$ cat src/rtl/fwd_pkg.sv
// Shared types and helpers for the EX-stage forwarding / load-use scoreboard.
// Entry rd is stored at a fixed maximum width so one struct serves every RAW.
package fwd_pkg;

  localparam int FWD_RAW_MAX = 16;
  localparam int FWD_SEL_RF  = 0;

  typedef struct packed {
    logic                   valid;
    logic                   regwrite;
    logic                   is_load;
    logic [FWD_RAW_MAX-1:0] rd;
  } fwd_entry_t;

  function automatic int fwd_selw(input int depth);
    return $clog2(depth + 1);
  endfunction

endpackage

$ cat src/rtl/fwd_src_select.sv
// Per-operand producer search: youngest matching stage wins; a load that is
// still too young blocks forwarding and flags a hazard instead.
module fwd_src_select
  import fwd_pkg::*;
#(
  parameter int REG_ADDR_WIDTH   = 5,
  parameter int DEPTH            = 3,
  parameter int LOAD_READY_STAGE = 2,
  parameter int SELW             = fwd_selw(DEPTH)
) (
  input  fwd_entry_t [DEPTH:1]        i_entries,
  input  logic [REG_ADDR_WIDTH-1:0]   i_rs,
  output logic [SELW-1:0]             o_sel,
  output logic                        o_load_hazard
);

  logic [FWD_RAW_MAX-1:0] w_rs;
  logic                   w_found;

  assign w_rs = FWD_RAW_MAX'(i_rs);

  always_comb begin
    o_sel         = SELW'(FWD_SEL_RF);
    o_load_hazard = 1'b0;
    w_found       = 1'b0;
    for (int k = 1; k <= DEPTH; k++) begin
      if (!w_found &&
          i_entries[k].valid &&
          i_entries[k].regwrite &&
          i_entries[k].rd != '0 &&
          i_entries[k].rd == w_rs) begin
        w_found = 1'b1;
        // never fall back to an older producer behind a pending load
        if (i_entries[k].is_load && k < LOAD_READY_STAGE)
          o_load_hazard = 1'b1;
        else
          o_sel = SELW'(k);
      end
    end
  end

endmodule

$ cat src/rtl/fwd_scoreboard.sv
// Forwarding and load-use hazard unit: shift pipeline of destination tags
// behind EX, per-operand forward select, and the ID/EX stall request.
module fwd_scoreboard
  import fwd_pkg::*;
#(
  parameter int REG_ADDR_WIDTH   = 5,
  parameter int NUM_SRC          = 2,
  parameter int DEPTH            = 3,
  parameter int LOAD_READY_STAGE = 2
) (
  input  logic                                 clk,
  input  logic                                 reset,
  input  logic                                 in_issue_valid,
  input  logic [REG_ADDR_WIDTH-1:0]            in_issue_rd,
  input  logic                                 in_issue_regwrite,
  input  logic                                 in_issue_is_load,
  input  logic [NUM_SRC*REG_ADDR_WIDTH-1:0]    in_src_rs,
  input  logic                                 in_advance,
  input  logic                                 in_flush,
  output logic [NUM_SRC*fwd_selw(DEPTH)-1:0]   out_fwd_sel,
  output logic                                 out_stall,
  output logic [DEPTH-1:0]                     out_valid_mask
);

  localparam int SELW = fwd_selw(DEPTH);

  fwd_entry_t [DEPTH:1] r_entries;
  fwd_entry_t           w_new;
  logic [NUM_SRC-1:0]   w_haz;
  logic                 w_stall;
  logic                 w_insert;

  assign w_stall  = in_issue_valid && !in_flush && (|w_haz);
  assign w_insert = in_issue_valid && !in_flush && !w_stall;
  assign out_stall = w_stall;

  always_comb begin
    w_new = '0;
    if (w_insert) begin
      w_new.valid    = 1'b1;
      w_new.regwrite = in_issue_regwrite;
      w_new.is_load  = in_issue_is_load;
      w_new.rd       = FWD_RAW_MAX'(in_issue_rd);
    end
  end

  always_ff @(posedge clk) begin
    if (reset) begin
      r_entries <= '0;
    end else if (in_advance) begin
      for (int k = DEPTH; k >= 2; k--)
        r_entries[k] <= r_entries[k-1];
      r_entries[1] <= w_new;
    end
  end

  for (genvar k = 1; k <= DEPTH; k++) begin : g_mask
    assign out_valid_mask[k-1] = r_entries[k].valid;
  end

  for (genvar i = 0; i < NUM_SRC; i++) begin : g_src
    fwd_src_select #(
      .REG_ADDR_WIDTH   (REG_ADDR_WIDTH),
      .DEPTH            (DEPTH),
      .LOAD_READY_STAGE (LOAD_READY_STAGE),
      .SELW             (SELW)
    ) u_sel (
      .i_entries     (r_entries),
      .i_rs          (in_src_rs[i*REG_ADDR_WIDTH +: REG_ADDR_WIDTH]),
      .o_sel         (out_fwd_sel[i*SELW +: SELW]),
      .o_load_hazard (w_haz[i])
    );
  end

endmodule

$ cat config.mk
export PLATFORM = sky130hd
export DESIGN_NAME = fwd_scoreboard
export DESIGN_NICKNAME = d
export VERILOG_FILES = /design/src/rtl/fwd_pkg.sv /design/src/rtl/fwd_src_select.sv /design/src/rtl/fwd_scoreboard.sv
export SDC_FILE = /design/constraint.sdc
export NUM_CORES = 1
export LEC_CHECK = 0
export BUFFER_PORTS_ARGS = -buffer_cell sky130_fd_sc_hd__buf_2
export CAP_MARGIN = 0
export CORE_ASPECT_RATIO = 1.4
export CORE_MARGIN = 10
export CORE_UTILIZATION = 52
export DETAILED_ROUTE_END_ITERATION = 10
export GPL_ROUTABILITY_DRIVEN = 0
export PLACE_DENSITY = 0.85
export REMOVE_ABC_BUFFERS = 1
export SETUP_SLACK_MARGIN = 0.1
export SYNTH_ARGS = -nofsm -noshare
export SYNTH_HDL_FRONTEND = slang
export SYNTH_SLANG_ARGS = --single-unit
$ cat constraint.sdc
create_clock -name clk -period 2.32 [get_ports clk]
set_input_delay 0.348 -clock clk [delete_from_list [all_inputs] [get_ports clk]]
set_output_delay 0.348 -clock clk [all_outputs]
set_load 0.01 [all_outputs]
Word-level counts from Yosys, hierarchy flattened
Index checks and enable logic that the tools add are counted.
W data, S select, Z words.

storage, ports and cells
  bits in registers = 55
  input bits = 22
  output and inout port bits = 8
  word-level logic and storage cells = 64

operators by class
  eq/ne operators = 6
  multiplexer cells = 15
  reduce and logical (&&, ||, !) cells = 33

operators by type and width
  operator             count
  $eq A16 B5 Y1        6
  $reduce_bool A16 Y1  3
  $logic_and A1 B1 Y1  23
  $mux W19             1
  $mux W2              5
  $mux W1              9
  $logic_not A1 Y1     6
  $reduce_or A2 Y1     1

Logic depth before layout (Yosys ltp)
  depth in word-level cells = 16
  gate-level depth with buffers = 5
  depth with buffers taken out = 5

Cells and area by module
Synthesis repeated with hierarchy kept, for this count alone.

second synthesis, totals
  cell total of the unflattened synthesis = 176
  area total of the unflattened synthesis = 1567.8 µm²

modules (own cells, without submodules)
  module          times used  cells each  area each (µm²)  sequential area each (µm²)
  fwd_scoreboard  1           78          884.6            480.5
  fwd_src_select  2           49          341.6            0.0

Least setup slack after synthesis
No wires, ideal clock.

  kind = register -> output
  start point = register r_entries[2] (netlist name)
  end point = output out_stall
  data arrival time = 1429 ps
  data required time = 1972 ps
  slack = 543 ps
  cell stages (with the launch flop) = 6
  path buffers = 0
  path through = dfxtp_1 -> or4_1 -> o211a_1 -> nand2_2 -> a21oi_2 -> and3b_1

between the ends
  cells in the longest elaborated chain, start to end = 6
  elaborated cells on any way between the ends = 10
  classes of those cells = eq/ne (2); mux (2); reduce/logical (6)

ends and longest elaborated chain
  element                            RTL line              source
  from (decl)                        fwd_scoreboard.sv:27  fwd_entry_t [DEPTH:1] r_entries;
  from (signal, indexed assignment)  fwd_scoreboard.sv:52  r_entries[k] <= r_entries[k-1];
  $reduce_bool A16 Y1                fwd_src_select.sv:30  i_entries[k].rd != '0 &&
  $logic_and A1 B1 Y1                fwd_src_select.sv:29  i_entries[k].regwrite &&
  $logic_and A1 B1 Y1                fwd_src_select.sv:30
  $mux W1                            fwd_src_select.sv:27  if (!w_found &&
  $reduce_or A2 Y1 (*)               fwd_scoreboard.sv:33  assign w_stall = in_issue_valid && !in_flush && (|w_haz);
  $logic_and A1 B1 Y1 (*)            fwd_scoreboard.sv:33
  to (decl)                          fwd_scoreboard.sv:21  output logic out_stall,

Every way passes the cells marked *; elsewhere a longest branch is shown, timed or not.

Worst setup path after layout
  start point = register r_entries[3] (netlist name)
  end point = output out_fwd_sel[0]

between the ends
  cells in the longest elaborated chain, start to end = 16
  elaborated cells on any way between the ends = 19
  classes of those cells = eq/ne (1); mux (5); reduce/logical (13)

ends and longest elaborated chain
  element                  RTL line              source
  $reduce_bool A16 Y1      fwd_src_select.sv:30
  $logic_and A1 B1 Y1      fwd_src_select.sv:29
  $logic_and A1 B1 Y1 (*)  fwd_src_select.sv:30
  $mux W1                  fwd_src_select.sv:27
  $logic_not A1 Y1         fwd_src_select.sv:27
  $logic_and A1 B1 Y1      fwd_src_select.sv:27
  $logic_and A1 B1 Y1      fwd_src_select.sv:28  i_entries[k].valid &&
  $logic_and A1 B1 Y1      fwd_src_select.sv:29
  $logic_and A1 B1 Y1      fwd_src_select.sv:30
  $mux W1                  fwd_src_select.sv:27
  $logic_not A1 Y1         fwd_src_select.sv:27
  $logic_and A1 B1 Y1      fwd_src_select.sv:27
  $logic_and A1 B1 Y1      fwd_src_select.sv:28
  $logic_and A1 B1 Y1      fwd_src_select.sv:29
  $logic_and A1 B1 Y1      fwd_src_select.sv:30
  $mux W2 (*)              fwd_src_select.sv:27
  to (decl)                fwd_scoreboard.sv:20  output logic [NUM_SRC*fwd_selw(DEPTH)-1:0] out_fwd_sel,

Marks and branches as above.

==> metrics.cfg <==
[route]
remaining_drc_errors=0
dr.first_iter.drc_count=30
dr.pass1.iters=5
vias=1152
avgRoutedWirePerCell_um=15.61
route.detailed.vias_per_inst=5.460
ant_nets=0
routed_wirelength_mm=3.293

[die]
placeableCoreArea_um2=2391
fp.dieArea_um2=4891
floorplan.die.width_um=62.04
starting_density_pct=53.79
placementRows=21
chipHeight_um=78.85
boundaryPins=30

[hold_path]
timing.hold.worst.class=in -> reg

[worst_setup_path]
critPathSlowestCell=or4_4
start_kind=flop
cp.arrival_ns=1.90
worst-path-buf-inv=1
worst_path_dominant_cell_family=simple AND/OR/NAND/NOR gates
path_max_fanout=4
worstSetupPathType=reg -> out
critPathRequiredTime_ns=1.97
slowest_delay_ns=0.52
worst_setup_path_end_kind=primary output
cp_cell_sequence=or4_4, o211ai_1, nor2_1, mux2i_1, buf_2

[timing]
final_hold_viol_count=0
fin_skew_ns=0.003764
rsz0062_at_grt=true
timing.final.setup_violations=0
tightest_slew_ns=0.3769
worst_slew_margin_rel_pct=74.78
final-max-slew-violation-count=0
timing.fmax_mhz=445.3
period_needed_ns=2.246
final_min_period_over_clock_period_pct=96.80
fin_tns_setup_ns=0

[logic_synthesis]
synth_area_per_inst_um2=8.691
synth.lib_cells_used.distinct=27
ys.flop_type=dfxtp_1
netlist_area_um2=1286
synth_cells=148
post-synth-top-area-fraction_pct=34.24
post_synth_main_area_contributors=dfxtp_1, mux2i_1, xor2_1
synth_enable_flop_cells=0
synth.yosys.seq_area_share_pct=34.24
warnings_synthesis=0
ys_ff_latch=22
synth-async-reset-ratio_pct=0
yosys.area.top_type=dfxtp_1

[placement]
detailedPlacementHpwl_mm=2.536
port-buffer-count=29
place_inst=203

[global_routing]
grt_start_max_net_pins=18
grt_pass1_vias=1193
grt_pass1_wl_mm=5.430
antenna_violations_before_repair=0
overall_routing_resource_usage_pct=14.25
grt.overflow.total=0

[cells_and_area]
n_antenna_cell=0
area_taken_by_multi_input_logic_gates_um2=797.0
nets=201
nFillCells=207
final_layout_size_suffix_gt1_share_pct=27.68
final-seq-area_um2=450.4
flow.area_growth_from_synthesis_pct=18.87
finalNonFillerCells=211

[clocking]
h_tree_levels=1
worst_setup_hold_path_clk_slew_ns=0.12
clock_insertion_delay_worst_skew_ns=0.31
cts_hold_buf=0
cts-root-to-sink-buffers=2
clk_root_buffer_cell=clkbuf_4
clock_sink_count=22
cts_tree=done
cts_inserted_buffers=3

[power_and_ir_drop]
powerDensity_nw_per_um2=435.0
power.static_leakage_nw=0.7366
ir_worst_vdd_uv=332.9

[run]
drv.max_cap_violation_count=0

[run_status]
status=finished, final reports clean

[cells in the final DEF (no fill, tap or decap)]
master / Yosys / routed
o211a_1: 1 / 1
a211oi_1: 1 / 1
mux2i_1: 16 / 16
nand2b_1: 2 / 2
o31ai_1: 7 / 7
dfxtp_1: 22 / 18
nand3_2: 0 / 1
or2_2: 1 / 1
or4_4: 0 / 1
xnor2_1: 13 / 13
xor2_1: 17 / 17
dfxtp_2: 0 / 2
a21oi_4: 0 / 1
nand2_1: 8 / 8
inv_1: 7 / 7
nand3b_1: 1 / 1
buf_4: 3 / 6
nor3_2: 0 / 1
nand4_1: 3 / 3
or3_1: 2 / 2
dfxtp_4: 0 / 2
and3b_1: 1 / 1
buf_2: 1 / 29
nand2_2: 1 / 1
nand3_1: 5 / 4
o211ai_1: 1 / 1
clkbuf_4: 0 / 3
nor2_2: 0 / 1
a21oi_1: 3 / 3
o311a_1: 2 / 2
nor2_1: 17 / 16
nor3_1: 6 / 5
[cell usage after synthesis, types with 2 or more instances]
cell	count
xnor2_1	13
a21oi_1	3
nand3_1	5
dfxtp_1	22
o31ai_1	7
nand4_1	3
nand2_1	8
nand2b_1	2
nor3_1	6
or3_1	2
mux2i_1	16
inv_1	7
buf_4	3
nor2_1	17
clkbuf_1	5
xor2_1	17
o311a_1	2
[final timing paths]
check	from	endpoint	slack (ns)	cells after the start
max	r_entries[3]	out_fwd_sel[0]	0.07	5
min reg2reg	r_entries[3]	r_entries[3]	0.51	2
max reg2reg	r_entries[3]	r_entries[2]	0.46	7
min	in_issue_rd[3]	r_entries[3]	0.26	3
[registers in the layout (all words and copies together) (netlist names)]
name            flops
r_entries          19
out_valid_mask      3
[report_power, final]
part           switching, W  leakage (nW)  internal, W
sequential       0.00000833         0.180     0.000382
clock              0.000115        0.0138    0.0000609
combinational     0.0000519         0.542    0.0000468
[logic make-up (layout without fill, tap and decap cells)]
group	count (synthesis)	count (layout)	synth area share, %
compound gates	16	16	9.436
xor+xnor	30	30	20.43
buf+inv	16	45	5.642
flops	22	22	34.24
mux	16	16	12.45
simple gates	48	48	17.80
[per-stage QoR]
step	total power (W)	hold WS [ns]	util [%]	setup slack (ns)	cell area, µm²
finish	0.0006650	0.2583	63.95	0.07432	1529
global route	0.0006900	0.2686	63.95	0.02269	1529
CTS	0.0006595	0.2689	63.32	0.05316	1514
detailed placement	0.0004924	0.5112	60.02	0.2846	1435
global placement	0.0004892	0.4738	60.02	0.3501	1435
floorplan	0.0004439	0.4204	-	0.5430	1240
[per-layer routing]
layer / global-route usage [%] / up-vias / routed length (µm)
li1: - / 559 / -
met1: 15.49 / 543 / 1356
met2: 24.59 / 39 / 1701
met3: 3.025 / 11 / 144
met4: 7.175 / 0 / 91
met5: 0 / - / 0
[what timing repair did]
action                                 CTS  global route
pin swaps                                5             5
buffers inserted                         5             0
endpoints found under the hold margin    0             0
setup endpoints to repair                5             5
resized for setup                        6             5
[tightest hold or removal path, stage by stage]
cell and delay, ns:
buf_2 0.10, inv_1 0.04, o31ai_1 0.06
[cell type report]
cell class	count	share of cell area (%)
Timing Repair Buffer	35	12.44
Multi-Input combinational cell	110	52.13
Inverter	7	1.718
Tap cell	34	2.782
Clock buffer	3	1.473
Sequential cell	22	29.46
(Power assumes the default switching activity.)
